==> config.mk <==
export PLATFORM = sky130hd
export DESIGN_NAME = alu_cmd_driver
export DESIGN_NICKNAME = d
export VERILOG_FILES = /design/src/rtl/alu_pkg.sv /design/src/rtl/alu_cmd_driver_chk.sv /design/src/rtl/alu_rsp_fifo.sv /design/src/rtl/alu_cmd_driver.sv
export SDC_FILE = /design/constraint.sdc
export NUM_CORES = 1
export LEC_CHECK = 0
export BUFFER_PORTS_ARGS = -buffer_cell sky130_fd_sc_hd__buf_2
export CORE_AREA = 2 2 311 313
export CTS_BUF_LIST = sky130_fd_sc_hd__clkbuf_2 sky130_fd_sc_hd__clkbuf_4 sky130_fd_sc_hd__clkbuf_8
export DETAILED_ROUTE_END_ITERATION = 16
export DIE_AREA = 0 0 313 315
export GPL_TIMING_DRIVEN = 1
export PLACE_DENSITY = 0.64
export SETUP_SLACK_MARGIN = 0.5
export SLEW_MARGIN = 20
export SYNTH_ARGS = -nofsm -noshare
export SYNTH_HDL_FRONTEND = slang
export SYNTH_SLANG_ARGS = --single-unit
export TNS_END_PERCENT = 100
==> constraint.sdc <==
create_clock -name clk -period 3.5 [get_ports clk]
set_input_delay 0.7 -clock clk [delete_from_list [all_inputs] [get_ports clk]]
set_output_delay 0.7 -clock clk [all_outputs]
set_load 0.01 [all_outputs]
==> src/rtl/alu_pkg.sv <==
// -----------------------------------------------------------------------------
// alu_pkg
//   Definitions shared by the ALU command driver and the ALU generator outputs:
//   opcode encodings, default datapath widths, the response record layout and
//   small opcode-classification helpers.
// -----------------------------------------------------------------------------
package alu_pkg;

  // Opcode encodings understood by the pipelined ALU
  localparam logic [3:0] OP_ADD = 4'd0;
  localparam logic [3:0] OP_SUB = 4'd1;
  localparam logic [3:0] OP_MUL = 4'd2;
  localparam logic [3:0] OP_SRL = 4'd3;
  localparam logic [3:0] OP_SLL = 4'd4;
  localparam logic [3:0] OP_MAX = 4'd4;

  // Default field widths of the ALU port and of a response record
  localparam int ALU_WIDTH = 128;
  localparam int ALU_SHW   = 5;
  localparam int ALU_TAGW  = 4;
  localparam int RSP_FLAGW = 4;

  // Response record as stored in the response FIFO (MSB first)
  typedef struct packed {
    logic                err;
    logic                sign;
    logic                zero;
    logic                carry;
    logic [ALU_TAGW-1:0]  tag;
    logic [ALU_WIDTH-1:0] result;
  } alu_rsp_t;

  // Opcodes above OP_MAX are issued anyway but flagged in the response
  function automatic logic op_illegal(input logic [3:0] op);
    return (op > OP_MAX);
  endfunction

  // Only ADD and SUB produce a meaningful carry/borrow from the ALU
  function automatic logic op_has_carry(input logic [3:0] op);
    return (op == OP_ADD) || (op == OP_SUB);
  endfunction

endpackage

==> src/rtl/alu_cmd_driver_chk.sv <==
// -----------------------------------------------------------------------------
// alu_cmd_driver_chk
//   Property checker for the command driver. The credit scheme must make a
//   push into a full response FIFO impossible.
// Ports
//   clk, rst_n  clock, asynchronous active-low reset
//   push        pipe writes a response this cycle
//   full        response FIFO is full
// -----------------------------------------------------------------------------
module alu_cmd_driver_chk (
  input logic clk,
  input logic rst_n,
  input logic push,
  input logic full
);

  no_fifo_overflow_a: assert property (@(posedge clk) disable iff (!rst_n) !(push && full));

endmodule

==> src/rtl/alu_rsp_fifo.sv <==
// -----------------------------------------------------------------------------
// alu_rsp_fifo
//   Synchronous response FIFO. Push and pop in the same cycle are legal at any
//   occupancy; pointers wrap naturally because DEPTH is a power of two.
// Ports
//   clk, rst_n      clock, asynchronous active-low reset
//   push, push_data write request and data
//   pop             read request (head is consumed at the edge)
//   pop_data        current head entry
//   empty, full     occupancy status
//   count           number of stored entries
// -----------------------------------------------------------------------------
module alu_rsp_fifo #(
  parameter int DW    = 140,
  parameter int DEPTH = 4
) (
  input  logic                     clk,
  input  logic                     rst_n,
  input  logic                     push,
  input  logic [DW-1:0]            push_data,
  input  logic                     pop,
  output logic [DW-1:0]            pop_data,
  output logic                     empty,
  output logic                     full,
  output logic [$clog2(DEPTH):0]   count
);

  localparam int AW = $clog2(DEPTH);

  logic [DW-1:0] mem_r [DEPTH];
  logic [AW-1:0] wr_ptr_r;
  logic [AW-1:0] rd_ptr_r;
  logic [AW:0]   count_r;
  logic          wr_en_s;
  logic          rd_en_s;

  // A pop frees the slot in the same edge, so a push to a full FIFO with a pop is safe
  assign rd_en_s  = pop & ~empty;
  assign wr_en_s  = push & (~full | rd_en_s);
  assign empty    = (count_r == '0);
  assign full     = (count_r == (AW+1)'(DEPTH));
  assign count    = count_r;
  assign pop_data = mem_r[rd_ptr_r];

  // Storage array, pointers and occupancy counter
  always_ff @(posedge clk or negedge rst_n) begin
    if (!rst_n) begin
      for (int i = 0; i < DEPTH; i++) begin
        mem_r[i] <= '0;
      end
      wr_ptr_r <= '0;
      rd_ptr_r <= '0;
      count_r  <= '0;
    end else begin
      if (wr_en_s) begin
        mem_r[wr_ptr_r] <= push_data;
        wr_ptr_r        <= wr_ptr_r + AW'(1);
      end
      if (rd_en_s) begin
        rd_ptr_r <= rd_ptr_r + AW'(1);
      end
      case ({wr_en_s, rd_en_s})
        2'b10:   count_r <= count_r + (AW+1)'(1);
        2'b01:   count_r <= count_r - (AW+1)'(1);
        default: count_r <= count_r;
      endcase
    end
  end

endmodule

==> src/rtl/alu_cmd_driver.sv <==
// -----------------------------------------------------------------------------
// alu_cmd_driver
//   Issue side of a pipelined ALU. Accepts tagged commands (valid/ready),
//   drives one op per cycle into the ALU through registered outputs, tracks
//   in-flight ops over ALU_LAT cycles and captures result, tag and flags into
//   a response FIFO returned on a valid/ready channel.
//   An op accepted at edge k is in stage 0 during cycle k+1 and in the last
//   stage during cycle k+ALU_LAT, when alu_result/alu_carry are sampled; its
//   response is visible from cycle k+ALU_LAT+1 if the FIFO was empty.
// Ports
//   clk, rst_n                 clock, asynchronous active-low reset
//   cmd_valid/ready            command handshake
//   cmd_opcode/a/b/shift/tag   command fields
//   alu_opcode/input1/input2/shift  registered ALU inputs
//   alu_result, alu_carry      ALU outputs
//   rsp_valid/ready            response handshake
//   rsp_result/carry/zero/sign/tag/err  response fields
//   busy                       ops in flight or responses pending
// -----------------------------------------------------------------------------
module alu_cmd_driver
  import alu_pkg::*;
#(
  parameter int WIDTH      = ALU_WIDTH,
  parameter int SHW        = ALU_SHW,
  parameter int TAGW       = ALU_TAGW,
  parameter int ALU_LAT    = 2,
  parameter int FIFO_DEPTH = 4
) (
  input  logic             clk,
  input  logic             rst_n,
  input  logic             cmd_valid,
  output logic             cmd_ready,
  input  logic [3:0]       cmd_opcode,
  input  logic [WIDTH-1:0] cmd_a,
  input  logic [WIDTH-1:0] cmd_b,
  input  logic [SHW-1:0]   cmd_shift,
  input  logic [TAGW-1:0]  cmd_tag,
  output logic [3:0]       alu_opcode,
  output logic [WIDTH-1:0] alu_input1,
  output logic [WIDTH-1:0] alu_input2,
  output logic [SHW-1:0]   alu_shift,
  input  logic [WIDTH-1:0] alu_result,
  input  logic             alu_carry,
  output logic             rsp_valid,
  input  logic             rsp_ready,
  output logic [WIDTH-1:0] rsp_result,
  output logic             rsp_carry,
  output logic             rsp_zero,
  output logic             rsp_sign,
  output logic [TAGW-1:0]  rsp_tag,
  output logic             rsp_err,
  output logic             busy
);

  localparam int DW  = WIDTH + TAGW + RSP_FLAGW;
  localparam int FCW = $clog2(FIFO_DEPTH) + 1;
  localparam int CW  = $clog2(FIFO_DEPTH + ALU_LAT + 1) + 1;

  logic [ALU_LAT-1:0] pipe_v_r;
  logic [TAGW-1:0]    pipe_tag_r [ALU_LAT];
  logic [3:0]         pipe_op_r  [ALU_LAT];

  logic               accept_s;
  logic               push_s;
  logic [3:0]         last_op_s;
  logic [DW-1:0]      push_data_s;
  logic [DW-1:0]      fifo_head_s;
  logic               fifo_empty_s;
  logic               fifo_full_s;
  logic [FCW-1:0]     fifo_cnt_s;
  logic [CW-1:0]      inflight_cnt_s;
  logic               credit_s;

  assign accept_s = cmd_valid & cmd_ready;

  // Number of ops currently travelling through the ALU
  always_comb begin
    inflight_cnt_s = '0;
    for (int i = 0; i < ALU_LAT; i++) begin
      inflight_cnt_s = inflight_cnt_s + CW'(pipe_v_r[i]);
    end
  end

  // Every in-flight op owns a FIFO slot; pops in this cycle are not credited
  // so that cmd_ready has no combinational dependence on rsp_ready.
  assign credit_s  = (CW'(fifo_cnt_s) + inflight_cnt_s) < CW'(FIFO_DEPTH);
  assign cmd_ready = rst_n & credit_s;
  assign busy      = (|pipe_v_r) | ~fifo_empty_s;

  // ALU input registers: load on accept, otherwise hold to avoid toggling
  always_ff @(posedge clk or negedge rst_n) begin
    if (!rst_n) begin
      alu_opcode <= 4'd0;
      alu_input1 <= '0;
      alu_input2 <= '0;
      alu_shift  <= '0;
    end else if (accept_s) begin
      alu_opcode <= cmd_opcode;
      alu_input1 <= cmd_a;
      alu_input2 <= cmd_b;
      alu_shift  <= cmd_shift;
    end
  end

  // In-flight shift register, aligned with the ALU latency
  always_ff @(posedge clk or negedge rst_n) begin
    if (!rst_n) begin
      pipe_v_r <= '0;
      for (int i = 0; i < ALU_LAT; i++) begin
        pipe_tag_r[i] <= '0;
        pipe_op_r[i]  <= 4'd0;
      end
    end else begin
      pipe_v_r[0]   <= accept_s;
      pipe_tag_r[0] <= cmd_tag;
      pipe_op_r[0]  <= cmd_opcode;
      for (int i = 1; i < ALU_LAT; i++) begin
        pipe_v_r[i]   <= pipe_v_r[i-1];
        pipe_tag_r[i] <= pipe_tag_r[i-1];
        pipe_op_r[i]  <= pipe_op_r[i-1];
      end
    end
  end

  // Response record; zero/sign are derived locally from the result
  assign push_s      = pipe_v_r[ALU_LAT-1];
  assign last_op_s   = pipe_op_r[ALU_LAT-1];
  assign push_data_s = {op_illegal(last_op_s),
                        alu_result[WIDTH-1],
                        (alu_result == '0),
                        alu_carry & op_has_carry(last_op_s),
                        pipe_tag_r[ALU_LAT-1],
                        alu_result};

  alu_rsp_fifo #(
    .DW    (DW),
    .DEPTH (FIFO_DEPTH)
  ) u_rsp_fifo (
    .clk       (clk),
    .rst_n     (rst_n),
    .push      (push_s),
    .push_data (push_data_s),
    .pop       (rsp_ready),
    .pop_data  (fifo_head_s),
    .empty     (fifo_empty_s),
    .full      (fifo_full_s),
    .count     (fifo_cnt_s)
  );

  assign rsp_valid = ~fifo_empty_s;
  assign {rsp_err, rsp_sign, rsp_zero, rsp_carry, rsp_tag, rsp_result} = fifo_head_s;

  alu_cmd_driver_chk u_chk (
    .clk   (clk),
    .rst_n (rst_n),
    .push  (push_s),
    .full  (fifo_full_s)
  );

endmodule

## Word-level counts from Yosys, hierarchy flattened

Cells that the tools add are included.

| word-level totals | value |
|---|---|
| register bits after elaboration | 834 |
| input bits | 402 |
| output and inout port bits | 404 |
| logic and storage cells | 56 |

| operators by class | value |
|---|---|
| $add $sub $neg | 6 |
| order comparisons | 5 |
| eq/ne operators | 4 |
| mux-type cells | 7 |
| bitwise operators | 11 |
| reduce and logical (&&, ||, !) cells | 7 |

Operators by type and width:

| kind | number |
|---|---|
| 544-bit bitwise mux | 1 |
| 136-bit 2-to-1 mux | 3 |
| 136-bit binary-select mux with 2-bit select | 1 |
| 136-bit demux with 2-bit select | 1 |
| 128-bit zero test | 1 |
| 3-bit greater-or-equal comparator, second input constant | 2 |
| 2-bit inverter with 3-bit output | 2 |
| 3-bit one-hot mux with 2 select lines | 1 |
| 1-bit AND | 5 |
| 2-bit by 1-bit adder with 2-bit output, second input constant | 2 |
| 3-bit by 2-bit adder with 4-bit output | 1 |
| 4-bit by 1-bit == test with 1-bit output, second input constant | 1 |
| 4-bit by 3-bit greater-than comparator with 1-bit output, second input constant | 1 |
| 4-bit zero test | 1 |
| 4-bit by 3-bit less-than comparator with 1-bit output, second input constant | 1 |
| 3-bit by 1-bit adder with 3-bit output, second input constant | 1 |
| 3-bit == test, second input constant | 1 |
| 3-bit zero test | 1 |
| 3-bit by 1-bit less-than comparator with 1-bit output, second input constant | 1 |
| 3-bit by 1-bit subtractor with 3-bit output, second input constant | 1 |
| 1-bit by 1-bit adder with 2-bit output | 1 |
| 2-bit by 1-bit == test with 1-bit output, second input constant | 1 |
| 2-bit == test, second input constant | 1 |
| 1-bit inverter | 2 |
| other kinds (5) | 6 |

## Depth between registers and ports, before layout

Gate-level depths: netlist of run 1.

| logic depth | value |
|---|---|
| depth in word-level cells | 7 |
| gate-level depth with buffers | 8 |
| mapped depth without buffers | 8 |

## Cells and area by module

From an unflattened synthesis of run 1, not the netlist that was laid out.

| second synthesis, totals | value |
|---|---|
| cell total of the unflattened synthesis | 1984 |
| area total of the unflattened synthesis | 35515.3 µm² |

By module, submodules not included:

| module | instances | cells each | area an instance (µm²) | sequential area each (µm²) |
|---|---|---|---|---|
| alu_rsp_fifo | 1 | 1353 | 23810.3 | 13788.2 |
| alu_cmd_driver | 1 | 631 | 11705.0 | 7081.8 |

## Worst setup path before layout of run 1

Ideal clock, no wire load.

| timing | value |
|---|---|
| path kind | in2reg |
| start | input port rsp_ready |
| end | register u_rsp_fifo.count_r[2], in the netlist u_rsp_fifo.count[2] |
| library setup time | 80 ps |
| arrival time | 2290 ps |
| required time | 3420 ps |
| setup slack | 1130 ps |
| cell stages on the path | 8 |
| buffers on the path | 0 |
| path through | or4b_4 > nand2_1 > ha_1 > inv_1 > fa_1 > xor2_1 > nor2_1 > xnor2_1 |

| between the ends | value |
|---|---|
| cells in the longest elaborated chain, start to end | 5 |
| elaborated cells between the ends (all ways) | 7 |
| those cells by class | 2 x eq/ne; 1 x mux; 3 x bitwise; 1 x reduce/logical |

RTL lines:

| what | RTL line | RTL |
|---|---|---|
| from (decl) | alu_cmd_driver.sv:45 | `input logic rsp_ready,` |
| 1-bit AND (*) | alu_rsp_fifo.sv:38 | `assign rd_en_s = pop & ~empty;` |
| 1-bit bitwise OR | alu_rsp_fifo.sv:39 | `assign wr_en_s = push & (~full \| rd_en_s);` |
| 1-bit AND | alu_rsp_fifo.sv:39 |  |
| 2-bit by 1-bit == test with 1-bit output / 2-bit == test (equally long branches) | alu_rsp_fifo.sv:62 | `case ({wr_en_s, rd_en_s})` |
| 3-bit one-hot mux with 2 select lines / 2-bit nonzero test (equally long branches) | -- |  |
| to (signal assigned) | alu_rsp_fifo.sv:63 | `2'b10: count_r <= count_r + (AW+1)'(1);` |
| to (signal assigned) | alu_rsp_fifo.sv:64 | `2'b01: count_r <= count_r - (AW+1)'(1);` |
| to (signal assigned) | alu_rsp_fifo.sv:65 | `default: count_r <= count_r;` |
| to (decl) | alu_rsp_fifo.sv:33 | `logic [AW:0] count_r;` |

Mark *: on every way between the ends. The rest lies on a longest branch, timed or not.
A chain may end at the register's enable or synchronous reset.

## Final worst setup path of run 1

| timing | value |
|---|---|
| start | register u_rsp_fifo.rd_ptr_r[0] |
| end | output port rsp_result[51] |

| between the ends | value |
|---|---|
| cells in the longest elaborated chain, start to end | 4 |

RTL lines:

| what | RTL line | RTL |
|---|---|---|
| from (decl) | alu_rsp_fifo.sv:32 | `logic [AW-1:0] rd_ptr_r;` |
| from (signal assigned) | alu_rsp_fifo.sv:60 | `rd_ptr_r <= rd_ptr_r + AW'(1);` |
| 2-bit inverter with 3-bit output (not written as such) | alu_rsp_fifo.sv:43 | `assign pop_data = mem_r[rd_ptr_r];` |
| 136-bit binary-select mux with 2-bit select | alu_rsp_fifo.sv:43 |  |
| 136-bit 2-to-1 mux (not written as such) (2 in series) | alu_rsp_fifo.sv:43 |  |
| to (decl) | alu_cmd_driver.sv:46 | `output logic [WIDTH-1:0] rsp_result,` |

Every way passes these cells. The select of a mux whose other input is x is not followed.

==> results of run 1 <==
==> per-layer routing <==
layer | wire length [um] | vias to the layer above | global-route usage (%)
li1 | - | 9226 | -
met1 | 42100 | 11415 | 25.9
met2 | 55300 | 838 | 37.1
met3 | 8950 | 269 | 8.10
met4 | 4120 | 16 | 9.07
met5 | 104 | - | 0
==> where the power goes <==
group | switching, mW | total, mW | internal (mW)
registers | 2.57 | 16.9 | 14.3
logic | 8.04 | 18.3 | 10.2
clock network | 4.06 | 9.32 | 5.27
==> through the flow <==
| stage | total power, mW | worst slack [ps] | utilization (%) |
|---|---|---|---|
| CTS | 44.6 | 319 | 46.4 |
| finish | 44.5 | 428 | 46.7 |
| floorplan | 26.9 | 1130 | - |
| global route | 46.8 | 305 | 46.7 |
| detailed placement | 33.8 | 517 | 42.5 |
| global placement | 33.1 | 456 | 42.5 |
==> cell usage in the layout, fill, tap and decap left out, types with 2 or more instances in the layout <==
cell type / count
sky130_fd_sc_hd__o31ai_1: 4
sky130_fd_sc_hd__clkbuf_4: 53
sky130_fd_sc_hd__clkinvlp_4: 4
sky130_fd_sc_hd__buf_16: 15
sky130_fd_sc_hd__xnor2_1: 4
sky130_fd_sc_hd__ha_1: 6
sky130_fd_sc_hd__dfrtp_4: 2
sky130_fd_sc_hd__mux4_2: 135
sky130_fd_sc_hd__diode_2: 20
sky130_fd_sc_hd__clkinv_8: 2
sky130_fd_sc_hd__clkbuf_8: 175
sky130_fd_sc_hd__nand3_4: 4
sky130_fd_sc_hd__mux2_2: 420
sky130_fd_sc_hd__or4_1: 2
sky130_fd_sc_hd__buf_4: 32
sky130_fd_sc_hd__buf_6: 42
sky130_fd_sc_hd__buf_8: 2
sky130_fd_sc_hd__mux2_1: 152
sky130_fd_sc_hd__buf_12: 21
sky130_fd_sc_hd__dfrtp_1: 828
sky130_fd_sc_hd__inv_1: 6
sky130_fd_sc_hd__or3_1: 2
sky130_fd_sc_hd__clkinv_2: 13
sky130_fd_sc_hd__inv_8: 3
sky130_fd_sc_hd__inv_6: 3
sky130_fd_sc_hd__dlygate4sd3_1: 18
sky130_fd_sc_hd__nor4_1: 32
sky130_fd_sc_hd__bufinv_16: 2
sky130_fd_sc_hd__xor2_1: 2
sky130_fd_sc_hd__mux2_4: 230
sky130_fd_sc_hd__nand2_1: 6
sky130_fd_sc_hd__buf_2: 763
sky130_fd_sc_hd__nand4_1: 8
==> logic make-up after synthesis <==
family	count (synthesis)	share of synthesized area [%]
compound gates	7	0.141
xor+xnor	6	0.149
fa+ha+maj	7	0.269
buf+inv	127	3.09
flops	830	58.7
mux	938	36.6
simple gates	60	1.03
==> critical path: cells and delay by family, from the launching register on <==
family / cells / cell delay, ps
flip-flops: 1 / 470
multiplexers: 1 / 580
buffers and inverters: 3 / 540
==> timing repair <==
item                       4_1_cts  5_1_grt
hold endpoints to repair        34        0
gates resized for setup         52       33
buffers inserted                12        2
hold buffers                    18        0
cloned                          10        1
setup endpoints to repair      131      136
==> sequential cells by signal, summed over array words and instances (netlist names), 3 cells and up <==
signal / cells
alu_input1: 128
alu_input2: 128
alu_opcode: 4
alu_shift: 5
last_op_s: 4
pipe_op_r: 4
pipe_tag_r: 8
u_rsp_fifo.count: 3
u_rsp_fifo.mem_r: 540
==> worst max path at each step <==
stage	startpoint	end	slack [ps]	depth (start not counted)
global placement	alu_result[9]	u_rsp_fifo.mem_r[269]$_DFFE_PN0P_	460	5
finish	u_rsp_fifo.rd_ptr_r[0]$_DFFE_PN0P_	rsp_result[51]	430	4
CTS	u_rsp_fifo.rd_ptr_r[0]$_DFFE_PN0P_	rsp_result[37]	320	4
detailed placement	alu_result[6]	u_rsp_fifo.mem_r[269]$_DFFE_PN0P_	520	5
global route	u_rsp_fifo.rd_ptr_r[0]$_DFFE_PN0P_	rsp_result[77]	300	4
floorplan	rsp_ready	u_rsp_fifo.count[2]$_DFFE_PN0P_	1130	8
==> layout make-up <==
type	count	area, sq um	area share, %
well taps	1276	1600	3.57
multi-input cells	1018	13600	30.4
diodes	20	50.0	0.112
inverters	6	22.5	0.0504
repair buffers	894	5600	12.5
clock inverters	28	264	0.591
flip-flops and latches	830	20800	46.5
clock buffers	228	2810	6.28
==> summary.md, run 1 <==
The measured slew at the worst slew-check pin came out at 1010 ps. Including well taps, the total number of placed cells is 3981. Kind of start point of the critical path: a flop.

The run gives 1110 ps as the flop-to-flop setup slack. The fraction of registers with async set or reset after synthesis was 100%. Endpoint class of the critical path: an output pin. The startpoint identified for the worst hold timing path is cmd_a[38]. The height of the die was 315 um; the worst-case reg-to-reg path depth was 7.

The tools report the data required time at the worst endpoint as 2800 ps. The cell with the largest stage delay on the worst path is sky130_fd_sc_hd__mux4_2. Counting every net in the synthesized netlist gives 2384. The number of core rows was 114; the number of vias after detailed routing was 21764.

In the final layout, the share of cells above drive strength 1 is 64.1%. The run finished with clean final reports. For this run, the top clock speed supported by timing is 0.325 GHz.

The number of different library cells used by synthesis comes to 33. Floorplan core area: 95700 sq um. The tightest min-delay check is of the primary input to flop type. Entering global routing, the biggest net connects 175 pins.

Setup violations remaining at the end of the flow were counted as 0. Of the synthesized area, sequential elements account for 58.7%. In this run the static leakage power is 21.3 nW. The top flip-flop cell by instance count after synthesis was sky130_fd_sc_hd__dfrtp_1.

The tools report the post-detailed-route DRC marker count as 0. Yosys mapped a number of flops with a built-in enable equal to 0. The worst hold path passes through 2 cells.

Buffers inserted during clock tree synthesis total 145. The clock arrives with 41.8 ps of skew. The final hold violation count came out at 0. For hold timing, the worst endpoint is alu_input1[38]$_DFFE_PN0P_. For the final routed database, the setup TNS stands at 0 ps.

After legalization and detailed placement, the total HPWL measured 77700 um. In the post-synthesis netlist, the biggest area contributors are sky130_fd_sc_hd__dfrtp_1, sky130_fd_sc_hd__mux2_2, sky130_fd_sc_hd__mux2_4. The synthesized design devotes to its leading area cell type 58.7% of total area. The run gives 0 as the synthesis warning total. Cell area power density: 995 nW/um^2.

The synthesized design spends more area on one cell type than any other, namely sky130_fd_sc_hd__dfrtp_1. After the flow finishes, the layout carries non-filler instances totaling 4300. After filler insertion, the fill cell instance count of the layout stands at 8354. In this run the clock root is driven by a sky130_fd_sc_hd__clkbuf_8. The clock reaches the later pin of the worst-skew pair after 820 ps. Count of final max-slew check failures: 0.

The net count of the finished layout is 3304. The number of nets with antenna violations after detailed routing is 0. The cell area after placement is 40600 sq um, and the count of maximum capacitance violations is 0.

From synthesis to final layout, the design area changed by 26.3%. Ranked by instance count, the synthesized netlist is headed by sky130_fd_sc_hd__dfrtp_1, sky130_fd_sc_hd__mux2_2, sky130_fd_sc_hd__mux2_4, sky130_fd_sc_hd__mux2_1, sky130_fd_sc_hd__mux4_2. TritonCTS built the clock tree. Across the VDD grid, the largest voltage drop is 483 uV. The tools report the final wirelength as 111000 um.

For the global placement routability congestion, the log shows 0.971. For this design the top-level I/O count stands at 806. The worst register-to-register path ends at alu_input1[81]$_DFFE_PN0P_. The post-synthesis area per instance was 17.9 sq um; the violation count after the first detailed-route iteration was 1185. The length of the first detailed-routing pass in iterations came out at 4.

The cell count after synthesis came out at 1975. The ratio of final minimum period to clock period is 87.8%, and the synthesis-stage register bit count is 830. The clock edge transition at the registers on the reported setup and hold paths is 60 ps, and the final hold slack is 112 ps.

Headroom to the max-slew limit came out at 32.8%. The critical path goes through buf_8, buf_16, mux4_2, buf_2. Global routing consumed, over all layers together, 22.2% of the routing resources.

In this design, the stage delay of the slowest critical-path cell is 580 ps. The critical path is of the flop to output pin type. The logs give 37.0% for the effective utilization at floorplan and 98600 sq um for the die footprint.

The longest clock path from root to sink contains 3 buffers. The worst register-to-register path begins at u_rsp_fifo.count[0]$_DFFE_PN0P_. In this run the cell area of the synthesized design comes to 35400 sq um. The detail-routed net length per standard cell was 25.7 um; the global-route wire length before repair was 162000 um.

Global-route congestion overflow total: 0. The arrival time at the worst endpoint was 2370 ps. Count of clock tree sinks: 830. The number of vias per cell after detailed routing was 5.06; the area of all placed cells without fillers was 44700 sq um. The tools report the CTS H-tree depth as 4.

Die width: 313 um. Setup repair after global routing could not meet its margin everywhere. The time the worst path needs with I/O delays and setup was 3070 ps; the number of I/O port buffers was 805. The number of antenna violations at the first check in global routing is 66. The tools report the via count of the first global-routing pass as 24319. Among all cell types in the netlist, the one instantiated most often is sky130_fd_sc_hd__dfrtp_1. Along the worst path, the maximum fanout reaches 8.
Note: power is estimated with default switching activity, not from simulation.
==> run 2, diff against run 1 <==
--- a/config.mk
+++ b/config.mk
@@ -5,13 +5,13 @@
 export SDC_FILE = /design/constraint.sdc
 export NUM_CORES = 1
 export LEC_CHECK = 0
-export BUFFER_PORTS_ARGS = -buffer_cell sky130_fd_sc_hd__buf_2
 export CORE_AREA = 2 2 311 313
 export CTS_BUF_LIST = sky130_fd_sc_hd__clkbuf_2 sky130_fd_sc_hd__clkbuf_4 sky130_fd_sc_hd__clkbuf_8
 export DETAILED_ROUTE_END_ITERATION = 16
 export DIE_AREA = 0 0 313 315
+export DONT_BUFFER_PORTS = 1
 export GPL_TIMING_DRIVEN = 1
-export PLACE_DENSITY = 0.64
+export PLACE_DENSITY = 0.56
 export SETUP_SLACK_MARGIN = 0.5
 export SLEW_MARGIN = 20
 export SYNTH_ARGS = -nofsm -noshare
==> summary.md, run 2 (synthesis results as in run 1) <==
For the global-route congestion overflow total, the log shows 0 (unchanged). The global placement routability congestion came out at 0.899 (-7.5%). The final reports fail on negative hold slack.

The final sum of negative setup slack was 0 ps (unchanged); the detail-routed net length per standard cell was 28.4 um (+11%). The length of the first detailed-routing pass in iterations is 6 (+2), and the count of clock tree sinks is 830 (unchanged). The tools report the floorplan core area as 95700 sq um (unchanged).

The worst setup path is launched from a flop. The multi-input combinational cell area was 13600 sq um (about the same); the count of final max-slew check failures was 0 (unchanged). The final design utilization is 46.4% (-0.26 points). The min-delay analysis places its worst path in the category primary input to asynchronous set/reset pin. The die footprint is 98600 sq um (unchanged), and the count of maximum capacitance violations is 0 (unchanged). The run gives 832 (+380%) as the maximum number of pins on one net before global-route repair. The worst-case reg-to-reg path depth came out at 6 (-1). The height of the die is 315 um (unchanged), and the placement-stage worst setup slack is 405 ps (-111 ps).

The run gives 26.7% (-6.1 points) as the worst slew margin relative to its limit. The number of fillers in the final layout was 8145 (-2.5%). The flip-flop count of the largest register, all copies and words added came out at 540 (unchanged). The number of I/O port buffers was 0 (-100%). The top cell types in the final layout, fill and taps aside, are sky130_fd_sc_hd__dfrtp_1, sky130_fd_sc_hd__mux2_2, sky130_fd_sc_hd__dlygate4sd3_1, sky130_fd_sc_hd__mux2_4, sky130_fd_sc_hd__clkbuf_8. For the final wirelength, the log shows 110000 um (-0.35%).

The cell area power density was 938 nW/um^2 (-5.7%). For the HPWL reported at the end of detailed placement, the log shows 72100 um (-7.2%). For the final hold violation count, the log shows 1 (+1). Setup repair after global routing could not meet its margin everywhere.

The number of core rows was 114 (unchanged). Type of the worst setup path: flop to output pin. The highest attainable clock frequency was 0.328 GHz (+0.92%); the ratio of cells with drive above 1 in the final layout was 43.4% (-21 points). The clock network latency to the later pin of the worst-skew pair is 800 ps (-20 ps), and the setup clock skew after layout is 25.0 ps (-16.8 ps). The tools report the startpoint of the worst-slack reg-to-reg timing path as u_rsp_fifo.count[0]$_DFFE_PN0P_.

The final cell count without fillers was 3875 (-9.9%); the aggregate global-route resource usage was 21.9% (-0.31 points). Power after layout: 41.7 mW (-6.2%). The ratio of final minimum period to clock period came out at 87.0% (-0.80 points).

The flop-to-flop setup slack is 900 ps (-210 ps). The number of vias per cell after detailed routing is 5.20 (+2.6%), and the CTS H-tree depth is 4 (unchanged). The tools report the buffer levels on the longest clock path as 3 (unchanged).

For the post-detailed-route DRC marker count, the log shows 0 (unchanged). The run gives 22390 (-7.9%) as the via count of the first global-routing pass. The die width came out at 313 um (unchanged). The data required time at the worst endpoint was 2800 ps (about the same). The flow ran to the end, but the final reports show violations.

The clock edge transition at the registers on the reported setup and hold paths is 60 ps (about the same), and the effective utilization at floorplan is 37.0% (unchanged). The global-route wire length before repair is 157000 um (-2.9%), and the highest fanout seen on the critical path is 9 (+1). The logs give 2340 ps (-30 ps) for the arrival time at the worst endpoint and 19.6 nW (-7.7%) for the standby leakage power. Final hold slack: -1.69 ps (-113 ps).

In the final layout, the registers with the most flip-flops are u_rsp_fifo.mem_r x540, alu_input1 x128, alu_input2 x128. Count of final setup violators: 0 (unchanged). The endpoint class of the critical path is an output pin.

The boundary pin count is 806 (unchanged). The tools report the root buffer selected by CTS as sky130_fd_sc_hd__clkbuf_8. The time the worst path needs with I/O delays and setup works out to 3040 ps (-28.0 ps). The clock buffer count from CTS came out at 148 (+2.1%). The measured slew at the worst slew-check pin came out at 1090 ps (+81.4 ps).

The number of antenna violations at the first check in global routing was 36 (-45%). The maximum VDD drop was 541 uV (+12%); the violation count after the first detailed-route iteration was 1164 (-1.8%). TritonCTS built the clock tree. Storage element area: 20800 sq um (unchanged).

The count of placed standard cells including taps was 3169 (-20%). Relative to the synthesized area, the layout overhead comes to 25.6%. The endpoint of the most critical register-to-register path is alu_input1[78]$_DFFE_PN0P_. Ranked by flip-flop count, first place goes to u_rsp_fifo.mem_r. The final-stage net count was 2880 (-13%). Leaving out fill and tap cells, the most frequent cell in the layout is sky130_fd_sc_hd__dfrtp_1.

The smallest setup slack after layout was 456 ps (+28.0 ps). The number of vias after detailed routing is 20131 (-7.5%), and the number of nets with antenna violations after detailed routing is 0 (unchanged).
-- run 2: cell types whose count changed in the layout (fill, tap and decap cells not counted), sizes merged --
cell and change:
clkinvlp -1, diode +1, clkinv -2, buf -812, inv -3, bufinv +1
bufbuf +2, clkbuf +9, dlygate4sd3 +380
-- run 2: layer usage --
| layer | track usage [%] | vias up | part of all wire (%) |
|---|---|---|---|
| met5 | 0 | - | 0.033 |
| met4 | 7.30 | 6 | 2.5 |
| met3 | 8.30 | 183 | 8.0 |
| met2 | 36.8 | 726 | 51 |
| met1 | 25.9 | 10847 | 39 |
| li1 | - | 8369 | - |
-- run 2: critical path, stage by stage, from the launching register on --
cell and delay (ps):
sky130_fd_sc_hd__dfrtp_4 470, sky130_fd_sc_hd__buf_12 190, sky130_fd_sc_hd__buf_4 160, sky130_fd_sc_hd__buf_16 130
sky130_fd_sc_hd__mux4_2 560
-- run 2: worst max path at each step --
| stage | start | end | cells past startpoint |
|---|---|---|---|
| floorplan | rsp_ready | u_rsp_fifo.count[2]$_DFFE_PN0P_ | 8 |
| global placement | alu_result[87] | u_rsp_fifo.mem_r[405]$_DFFE_PN0P_ | 4 |
| detailed placement | alu_result[87] | u_rsp_fifo.mem_r[541]$_DFFE_PN0P_ | 4 |
| CTS | u_rsp_fifo.rd_ptr_r[0]$_DFFE_PN0P_ | rsp_result[61] | 3 |
| global route | u_rsp_fifo.rd_ptr_r[0]$_DFFE_PN0P_ | rsp_result[108] | 4 |
| finish | u_rsp_fifo.rd_ptr_r[0]$_DFFE_PN0P_ | rsp_result[108] | 4 |
-- run 2: area by class of cell --
type | count | share of cell area (%)
Tap cell | 1276 | 3.59
Inverter | 6 | 0.0507
Clock buffer | 234 | 6.59
Sequential cell | 830 | 46.8
Clock inverter | 23 | 0.510
Multi-Input combinational cell | 1018 | 30.5
Timing Repair Buffer | 467 | 11.8
Antenna cell | 21 | 0.118
-- run 2: repair_timing --
item | in CTS | in global routing
endpoints found under the hold margin | 1615 | 225
buffers inserted | 10 | 1
gates cloned | 8 | 4
setup endpoints to repair | 134 | 123
gates resized for setup | 21 | 6
hold buffers | 397 | 3
-- run 2: per-stage QoR --
stage | area (sq um) | hold slack (ps)
4_1_cts | 44000 | -518
2_1_floorplan | 35400 | 331
3_3_place_gp | 36500 | 334
5_1_grt | 44400 | 87.6
3_5_place_dp | 36500 | 337
6_report | 44400 | -1.69
-- run 2: power breakdown --
| group | internal (mW) | total (mW) | leakage, nW | switching, mW |
|---|---|---|---|---|
| clock | 5.51 | 9.54 | 1.68 | 4.03 |
| sequential | 14.3 | 18.3 | 10.2 | 4.06 |
| combinational | 8.03 | 13.8 | 7.77 | 5.77 |
| total | 27.8 | 41.7 | 19.6 | 13.9 |
